<file path="src/rtl/layer_compositor.sv">
// Per-pixel layer compositor: frame-synchronous enables and blinking, then a
// two-stage pipeline that picks the highest-priority visible layer.
module layer_compositor #(
    parameter int NUM_LAYERS   = 6,
    parameter int ADDR_W       = 17,
    parameter int BLINK_FRAMES = 16,
    localparam int SEL_W       = (NUM_LAYERS > 1) ? $clog2(NUM_LAYERS) : 1
) (
    input  logic                         clk,
    input  logic                         rst,
    input  logic [9:0]                   h_cnt,
    input  logic [9:0]                   v_cnt,
    input  logic [NUM_LAYERS-1:0]        layer_hit,
    input  logic [NUM_LAYERS*ADDR_W-1:0] layer_addr,
    input  logic [NUM_LAYERS-1:0]        layer_en,
    input  logic [NUM_LAYERS-1:0]        blink_mask,
    output logic [ADDR_W-1:0]            pixel_addr,
    output logic                         notBlank,
    output logic [SEL_W-1:0]             layer_sel,
    output logic                         blink_phase
);

    localparam int FCNT_W = $clog2(BLINK_FRAMES) + 1;
    localparam logic [FCNT_W-1:0] FCNT_LAST = FCNT_W'(BLINK_FRAMES - 1);

    logic                         w_fsNow;
    logic                         w_frameTick;
    logic                         r_fsD;
    logic [NUM_LAYERS-1:0]        r_enQ;
    logic [NUM_LAYERS-1:0]        r_blinkQ;
    logic [FCNT_W-1:0]            r_fcnt;
    logic                         r_blinkPhase;
    logic [NUM_LAYERS-1:0]        w_vis;
    logic [NUM_LAYERS-1:0]        r_vis;
    logic [NUM_LAYERS*ADDR_W-1:0] r_addr;
    logic                         w_found;
    logic [SEL_W-1:0]             w_selIdx;
    logic [ADDR_W-1:0]            w_selAddr;
    logic [ADDR_W-1:0]            r_pixelAddr;
    logic                         r_notBlank;
    logic [SEL_W-1:0]             r_layerSel;

    // Edge-detect frame start so counters held at 0 for many clocks give one tick.
    assign w_fsNow     = (h_cnt == 10'd0) && (v_cnt == 10'd0);
    assign w_frameTick = w_fsNow && !r_fsD;

    always_ff @(posedge clk) begin
        if (rst) begin
            r_fsD        <= 1'b0;
            r_enQ        <= '1;
            r_blinkQ     <= '0;
            r_fcnt       <= '0;
            r_blinkPhase <= 1'b1;
        end else begin
            r_fsD <= w_fsNow;
            if (w_frameTick) begin
                r_enQ    <= layer_en;
                r_blinkQ <= blink_mask;
                if (r_fcnt == FCNT_LAST) begin
                    r_fcnt       <= '0;
                    r_blinkPhase <= ~r_blinkPhase;
                end else begin
                    r_fcnt <= r_fcnt + FCNT_W'(1);
                end
            end
        end
    end

    assign w_vis = layer_hit & r_enQ & (~r_blinkQ | {NUM_LAYERS{r_blinkPhase}});

    always_ff @(posedge clk) begin
        if (rst) begin
            r_vis <= '0;
        end else begin
            r_vis <= w_vis;
        end
    end

    // Addresses are only meaningful alongside r_vis, so they need no reset.
    always_ff @(posedge clk) begin
        r_addr <= layer_addr;
    end

    // Scan from the lowest priority upward so the lowest set index wins.
    always_comb begin
        w_found   = 1'b0;
        w_selIdx  = '0;
        w_selAddr = '0;
        for (int i = NUM_LAYERS - 1; i >= 0; i--) begin
            if (r_vis[i]) begin
                w_found   = 1'b1;
                w_selIdx  = SEL_W'(i);
                w_selAddr = r_addr[i*ADDR_W +: ADDR_W];
            end
        end
    end

    always_ff @(posedge clk) begin
        if (rst) begin
            r_pixelAddr <= '0;
            r_notBlank  <= 1'b0;
            r_layerSel  <= '0;
        end else begin
            r_pixelAddr <= w_selAddr;
            r_notBlank  <= w_found;
            r_layerSel  <= w_selIdx;
        end
    end

    assign pixel_addr  = r_pixelAddr;
    assign notBlank    = r_notBlank;
    assign layer_sel   = r_layerSel;
    assign blink_phase = r_blinkPhase;

endmodule

</file>
<file path="config.mk">
export PLATFORM = sky130hd
export DESIGN_NAME = layer_compositor
export DESIGN_NICKNAME = d
export VERILOG_FILES = /design/src/rtl/layer_compositor.sv
export SDC_FILE = /design/constraint.sdc
export NUM_CORES = 1
export LEC_CHECK = 0
export CAP_MARGIN = 20
export CORE_MARGIN = 3
export CORE_UTILIZATION = 28
export CTS_BUF_LIST = sky130_fd_sc_hd__clkbuf_8
export CTS_CLUSTER_DIAMETER = 30
export DETAILED_ROUTE_END_ITERATION = 8
export PLACE_DENSITY = 0.53
export SLEW_MARGIN = 5
export SYNTH_ARGS = -nofsm -noshare
export SYNTH_HDL_FRONTEND = slang
export SYNTH_SLANG_ARGS = --single-unit
</file>
<file path="constraint.sdc">
create_clock -name clk -period 4.9 [get_ports clk]
set_clock_uncertainty 0.15 [all_clocks]
set_input_delay 0.98 -clock clk [delete_from_list [all_inputs] [get_ports clk]]
set_output_delay 0.98 -clock clk [all_outputs]
set_load 0.02 [all_outputs]
</file>
* Word level (Yosys, flattened, before mapping)
Cells that the tools add are included.
** Word-level totals
- Register bits :: 148
- Input bits :: 142
- Output and inout bits :: 22
- Logic and storage cells :: 46
** Operators by class
- $add $sub $neg :: 1
- Eq/ne operators :: 1
- Muxes and demuxes :: 18
- Bitwise operators :: 5
- Reductions and logical operators :: 9
** Operators with widths (count)
- 17-bit 2-to-1 mux :: 6
- 10-bit logical NOT :: 2
- 6-bit bitwise AND :: 2
- 1-bit 2-to-1 mux :: 7
- 3-bit 2-to-1 mux :: 2
- 6-bit NOT :: 1
- 6-bit OR :: 1
- 5-bit by 1-bit adder with 5-bit output, second input constant :: 1
- 5-bit by 4-bit == test with 1-bit output, second input constant :: 1
- 5-bit 2-to-1 mux :: 1
- 5-bit OR reduction :: 1
- 2-bit 2-to-1 mux :: 2
- 3-bit OR reduction :: 1
- 1-bit logical AND :: 2
- 2-bit AND reduction :: 1
- 2-bit OR reduction :: 1
- 1-bit logical NOT :: 1
- 1-bit NOT :: 1

* Depth between registers and ports, before layout
Gate-level depths: netlist of the first run.
- Depth after elaboration :: 6
- Depth in mapped cells :: 6
- Gate-level depth less buffers :: 5

* Worst setup path before layout of the first run
OpenSTA, ideal clock, no wires.
- Kind :: input to register
- Start point :: input v_cnt[4]
- End point :: register r_blinkPhase, in the netlist blink_phase
- Setup time :: 0.127 ns
- Arrival time :: 2.389 ns
- Required time :: 4.623 ns
- Slack :: 2.234 ns
- Cell stages on the path :: 5
- Buffers on the path :: 1
- Path through :: or4_4 -> or2_1 -> buf_6 -> o31a_1 -> or3_1
** On the way
- Word-level cells in the longest chain between the ends :: 4
** RTL lines
- from (decl) :: RTL line 12 : input logic [9:0] v_cnt,
- 10-bit logical NOT :: RTL line 44 : assign w_fsNow = (h_cnt == 10'd0) && (v_cnt == 10'd0);
- 1-bit logical AND :: RTL line 44
- 1-bit logical AND :: RTL line 45 : assign w_frameTick = w_fsNow && !r_fsD;
- 2-bit AND reduction (no line)
- to (signal assigned) :: RTL line 61 : r_blinkPhase <= ~r_blinkPhase;
- to (decl) :: RTL line 32 : logic r_blinkPhase;
No other way between the ends.
A chain may end at the register's enable or synchronous reset.

* Worst setup path in the final report of the first run
- Start point :: input h_cnt[2]
- End point :: register r_fcnt[3]
** On the way
- Word-level cells in the longest chain between the ends :: 3
** RTL lines
- from (decl) :: RTL line 11 : input logic [9:0] h_cnt,
- 10-bit logical NOT :: RTL line 44
- 1-bit logical AND :: RTL line 44
- 1-bit logical AND :: RTL line 45
- to (signal assigned) :: RTL line 63 : r_fcnt <= r_fcnt + FCNT_W'(1);
- to (decl) :: RTL line 31 : logic [FCNT_W-1:0] r_fcnt;
No other way between the ends.

==> results of run 1 <==
state kept, by name (all words and copies together), names as in the netlist:
| name | cells |
|---|---|
| notBlank | 1 |
| r_enQ | 6 |
| r_fsD | 1 |
| r_blinkQ | 6 |
| r_vis | 6 |
| r_fcnt | 5 |
| layer_sel | 3 |
| pixel_addr | 17 |
| r_addr | 102 |
| blink_phase | 1 |
power groups by stage:
stage / Clock, uW / Combinational, uW / Sequential [uW]
after floorplan: 0 / 72.8 / 1330
after global placement: 0 / 250 / 1320
after detailed placement: 0 / 252 / 1320
after CTS: 1030 / 253 / 1290
after global routing: 1080 / 270 / 1300
final: 999 / 249 / 1290
area by class of cell:
class                   count  area [um2]
clock buffers              17         234
inverters                   6        22.5
well taps                 211         264
repair buffers            166        1650
diodes                      1        2.50
clock inverters            15         190
flip-flops and latches    148        2960
multi-input cells         214        1280
fillers                  1490        8650
per-stage QoR:
stage | hold slack (ns) | setup WS [ns]
after floorplan | 0.265 | 2.23
after global placement | 0.290 | 1.57
after detailed placement | 0.284 | 1.46
after CTS | 0.294 | 1.95
after global routing | 0.313 | 1.78
final | 0.287 | 1.92
layout by cell type (no fill, tap or decap), types with 16 or more instances in the layout:
| master | Yosys | layout |
|---|---|---|
| clkdlybuf4s50_1 | 0 | 162 |
| dfxtp_1 | 148 | 148 |
| nor2_1 | 29 | 29 |
| nor3_1 | 23 | 22 |
| nand2_1 | 21 | 21 |
| o21ai_0 | 18 | 18 |
| a21oi_1 | 17 | 17 |
| clkbuf_8 | 0 | 17 |
| a221oi_1 | 16 | 16 |
worst min path at each step:
stage / to / cells past startpoint / slack (ns) / start
after detailed placement: r_vis[3] / 2 / 0.28 / r_enQ[3]
after floorplan: r_vis[0] / 2 / 0.26 / r_enQ[0]
final: r_vis[3] / 2 / 0.29 / r_enQ[3]
after global placement: r_vis[3] / 2 / 0.29 / r_enQ[3]
after CTS: r_vis[3] / 2 / 0.29 / r_enQ[3]
after global routing: r_vis[3] / 2 / 0.31 / r_enQ[3]
cell families (layout without fill, tap and decap cells):
logic type | Yosys count | in the layout | synth area share
AOI/OAI and AO/OA | 96 | 96 | 0.149
and+or+nand+nor | 111 | 111 | 0.127
buffers and inverters | 33 | 204 | 0.0301
other | 0 | 1 | 0
adders and majority gates | 1 | 1 | 0.00286
muxes | 6 | 6 | 0.0137
DFF | 148 | 148 | 0.678
worst max-delay path, cell delays in order:
cell             delay (ns)
clkdlybuf4s50_1        0.40
nor4_1                 0.34
nand4_1                0.60
or4_1                  0.70
a21oi_1                0.17
routing by layer:
metal,track usage,up-vias
li1,-,1722
met1,0.180,1588
met2,0.231,140
met3,0.0610,12
met4,0.0454,0
met5,0,-
==> qor.yml, run 1 <==
critical_path:
  cp-start-kind: "input pin"
  endpoint_kind: "register"
  reg2reg_from: "r_vis[0]"
  cp.arrival_ns: 3.19
  criticalPathCategory: "input pin to register"
  r2r_cells: 4
  worst-path-max-fanout: 17
  crit_start: "h_cnt[2]"
  r2r_end: "pixel_addr[16]"
  cp.required_ns: 5.12
  r2r_slack_ns: 2.39
  crit_path_end: "r_fcnt[3]"
placement:
  dp_cells: 745
  dpl.hpwl_um: 9010
  placed_area_um2: 6180
  gp_congestion: 0.789
  io_buffers: 163
floorplanning:
  die_area_um2: 17100
  dieWidth_um: 131
  initial_core_util: 0.286
  num_rows: 45
  pin_count: 164
  die_y_um: 131
  fp.coreArea_um2: 15300
clock_network:
  cts-root-buf: "clkbuf_8"
  clk_pin_slew_worst_paths_ns: 0.08
  cts_resized: 0
  numCtsBuffers: 17
  clock_latency_ns: 0.44
  cts_buffer_depth: 2
  cts_setup_buffers: 0
  htree_levels: 4
  cts_sinks: 148
  cts_tree: "yes"
  hold_buffers: 0
final_layout:
  stdcell_count: 778
  postLayoutCellArea_um2: 6610
  nNetsFinal: 696
  area_growth_pct: 51.2
  post-route-util: 0.433
  drive_gt1_frac: 0.0654
pwr:
  fin_total_pwr_uw: 2540
  seqPwrFrac: 0.509
  powerDensity_nw_per_um2: 384
  p_int_uw: 1970
  power_leakage_uw: 0.00254
  power_frac_comb: 0.098
  power_frac_clock: 0.393
  netSwitchingFraction: 0.224
  irDropWorstVdd_uv: 157
  switchingPower_uw: 569
synth:
  syn_area_um2: 4370
  synth_area_leaders: "dfxtp_1, a221oi_1, nor3_1"
  synth_top_area_share: 0.678
  yosys_warnings: 0
  ys_seq_area_frac: 0.678
  synth-async-reset-ratio: 0
  synth_edf_count: 0
  avgSynthCellArea_um2: 11.1
  syn_inst: 395
  yosys_most_used_dff: "dfxtp_1"
  yosys-top-cells-count: "dfxtp_1, nor2_1, clkbuf_1"
  synth_top_cell_by_area: "dfxtp_1"
  syn_nets: 538
  ys_ff_latch: 148
  synth.most_common_cell: "dfxtp_1"
  synth_cell_types: 41
detailed_routing:
  routed_via_density: 4.45
  drtIter0Drc: 131
  maxUsedRoutingLayer: "met4"
  wl_met1_um: 5620
  first_pass_iters: 6
  drtAntennaViolNets: 0
  avgRoutedWirePerCell_um: 16.0
  wl_met2_um: 5700
  drcViolationCount: 0
  dr_total_vias: 3462
  wl_um: 12500
  routed-wl-met3_um: 1060
sta:
  fmax_mhz: 336
  period_share: 0.608
  drv_slew: 0
  worst_pin_slew_ns: 1.07
  min_period_ns: 2.98
  rsz0062_at_grt: "false"
  slew_headroom: 0.282
  setup_viol: 0
  setup_tns_ns: 0
  hold_viol: 0
global_route:
  overflow: 0
  grt.total_usage: 0.145
  grt_max_degree: 53
  grt_pass1_vias: 3498
  antenna_found_initial: 0
  grt_pass1_wl_um: 18500
worst_hold_path:
  min_path_type: "register to register"
flow_run:
  max-cap-violations: 0
run_status:
  status: "finished clean"
Power figures use the tool's default switching activity.
==> run 2, diff against run 1 <==
clock period = 2.9 ns   (was 4.9 ns; I/O delays follow)
==> run 2 against run 1 <==
Effect of this change:
- setup slack got worse by 1.4 ns
- global-route usage about the same
- via count increased by 0.55%
- register-to-register slack got worse by 1.5 ns
- power increased by 68%
- first-iteration DRC count increased by 7.6%
==> qor.yml, run 2 (synthesis results as in run 1) <==
worst_hold_path:
  holdPathStages: 2
  min-delay-start: "r_enQ[2]"
  holdPathEnd: "r_vis[2]"
  min_path_type: "register to register"
detailed_routing:
  first_pass_iters: 5
  wl_um: 12300
  routed_via_density: 4.44
  drtIter0Drc: 141
  dr_total_vias: 3481
  avgRoutedWirePerCell_um: 15.6
  drcViolationCount: 0
  drtAntennaViolNets: 0
critical_path:
  path_buf_inv: 1
  r2r_end: "pixel_addr[16]"
  critical_path.cell_chain: "clkdlybuf4s50_1"
  reg2reg_from: "r_vis[0]"
  worst-path-max-fanout: 9
  critical_path.slowest_cell: "clkdlybuf4s50_1"
  r2r_cells: 5
  crit_start: "blink_phase"
  cp-start-kind: "register"
  critPathMaxStageDelay_ns: 0.70
  cp.arrival_ns: 1.66
  criticalPathCategory: "register to primary output"
  endpoint_kind: "primary output"
  crit_family: "buffers and inverters"
  cp.required_ns: 2.17
  r2r_slack_ns: 0.85
floorplanning:
  num_rows: 45
  initial_core_util: 0.286
  die_area_um2: 17100
  die_y_um: 131
  fp.coreArea_um2: 15300
  pin_count: 164
  dieWidth_um: 131
run_status:
  status: "finished clean"
clock_network:
  cts_setup_buffers: 0
  cts_sinks: 148
  cts_resized: 0
  htree_levels: 4
  cts_buffer_depth: 2
  numCtsBuffers: 17
  hold_buffers: 0
  clk_pin_slew_worst_paths_ns: 0.08
  cts_tree: "yes"
  clock_latency_ns: 0.44
  cts-root-buf: "clkbuf_8"
global_route:
  met3_usage: 0.0646
  grt_max_degree: 53
  global_route.usage.met2: 0.224
  busiest_layer: "met2"
  grt.met1_usage: 0.180
  antenna_found_initial: 0
  grt.total_usage: 0.146
  grt_pass1_wl_um: 18400
  grt_pass1_vias: 3579
  overflow: 0
final_layout:
  final_common_cell: "clkdlybuf4s50_1"
  post-route-util: 0.436
  area_growth_pct: 52.1
  stdcell_count: 784
  drive_gt1_frac: 0.0803
  largest_register: "r_addr"
  mostFrequentLayoutCells: "clkdlybuf4s50_1, dfxtp_1, nor2_1"
  largest_reg_flops: 102
  diodes: 0
  nNetsFinal: 703
pwr:
  power_frac_clock: 0.388
  p_int_uw: 3260
  seqPwrFrac: 0.509
  power_leakage_uw: 0.00256
  powerDensity_nw_per_um2: 641
  netSwitchingFraction: 0.234
  irDropWorstVdd_uv: 281
  fin_total_pwr_uw: 4260
  switchingPower_uw: 996
  power_frac_comb: 0.103
sta:
  fmax_mhz: 419
  slew_headroom: 0.310
  setup_viol: 0
  setup_tns_ns: 0
  rsz0062_at_grt: "false"
  drv_slew: 0
  hold_viol: 0
  min_period_ns: 2.39
  worst_pin_slew_ns: 1.03
  period_share: 0.824
  finalWorstSetupSlack_ns: 0.511
placement:
  dpl_worst_slack_ns: 0.0620
  io_buffers: 163
  gp_congestion: 0.814
  dp_cells: 752
  dpl.hpwl_um: 9090
flow_run:
  max-cap-violations: 0
run 2: changes by cell type in the layout (fill, tap and decap cells not counted), sizes merged:
cell      delta
bufinv       -1
clkinv       -1
buf          +7
inv          +1
clkinvlp     +1
diode        -1
run 2: worst max path at each step:
stage | end | slack [ns] | cells after the start
4_1_cts | blink_phase | 0.47 | 1
6_report | blink_phase | 0.51 | 1
2_1_floorplan | blink_phase | 0.63 | 5
3_3_place_gp | r_enQ[3] | 0.12 | 6
3_5_place_dp | r_enQ[2] | 0.06 | 6
5_1_grt | blink_phase | 0.43 | 1
run 2: metal layers:
metal  part of all wire  up-vias
met4              0.017        0
met2               0.45      148
li1                   -     1731
met3              0.092       16
met1               0.44     1586
met5                  0        -
run 2: per-stage QoR:
| stage | cell area (um2) | hold WS (ns) |
|---|---|---|
| global route | 6650 | 0.340 |
| detailed placement | 6230 | 0.296 |
| global placement | 6230 | 0.285 |
| finish | 6650 | 0.303 |
| CTS | 6650 | 0.305 |
| floorplan | 4370 | 0.265 |
run 2: area by class of cell:
type,count,area (um2)
Clock buffer,17,234
Clock inverter,15,181
Fill cell,1476,8610
Inverter,6,22.5
Multi-Input combinational cell,214,1280
Sequential cell,148,2960
Tap cell,211,264
Timing Repair Buffer,173,1700
run 2: power groups by stage:
stage	clock [uW]	combinational, uW	sequential [uW]
after floorplan	0	123	2240
after CTS	1720	448	2170
final	1650	439	2170
after global routing	1800	475	2180
after detailed placement	0	445	2220
after global placement	0	441	2210
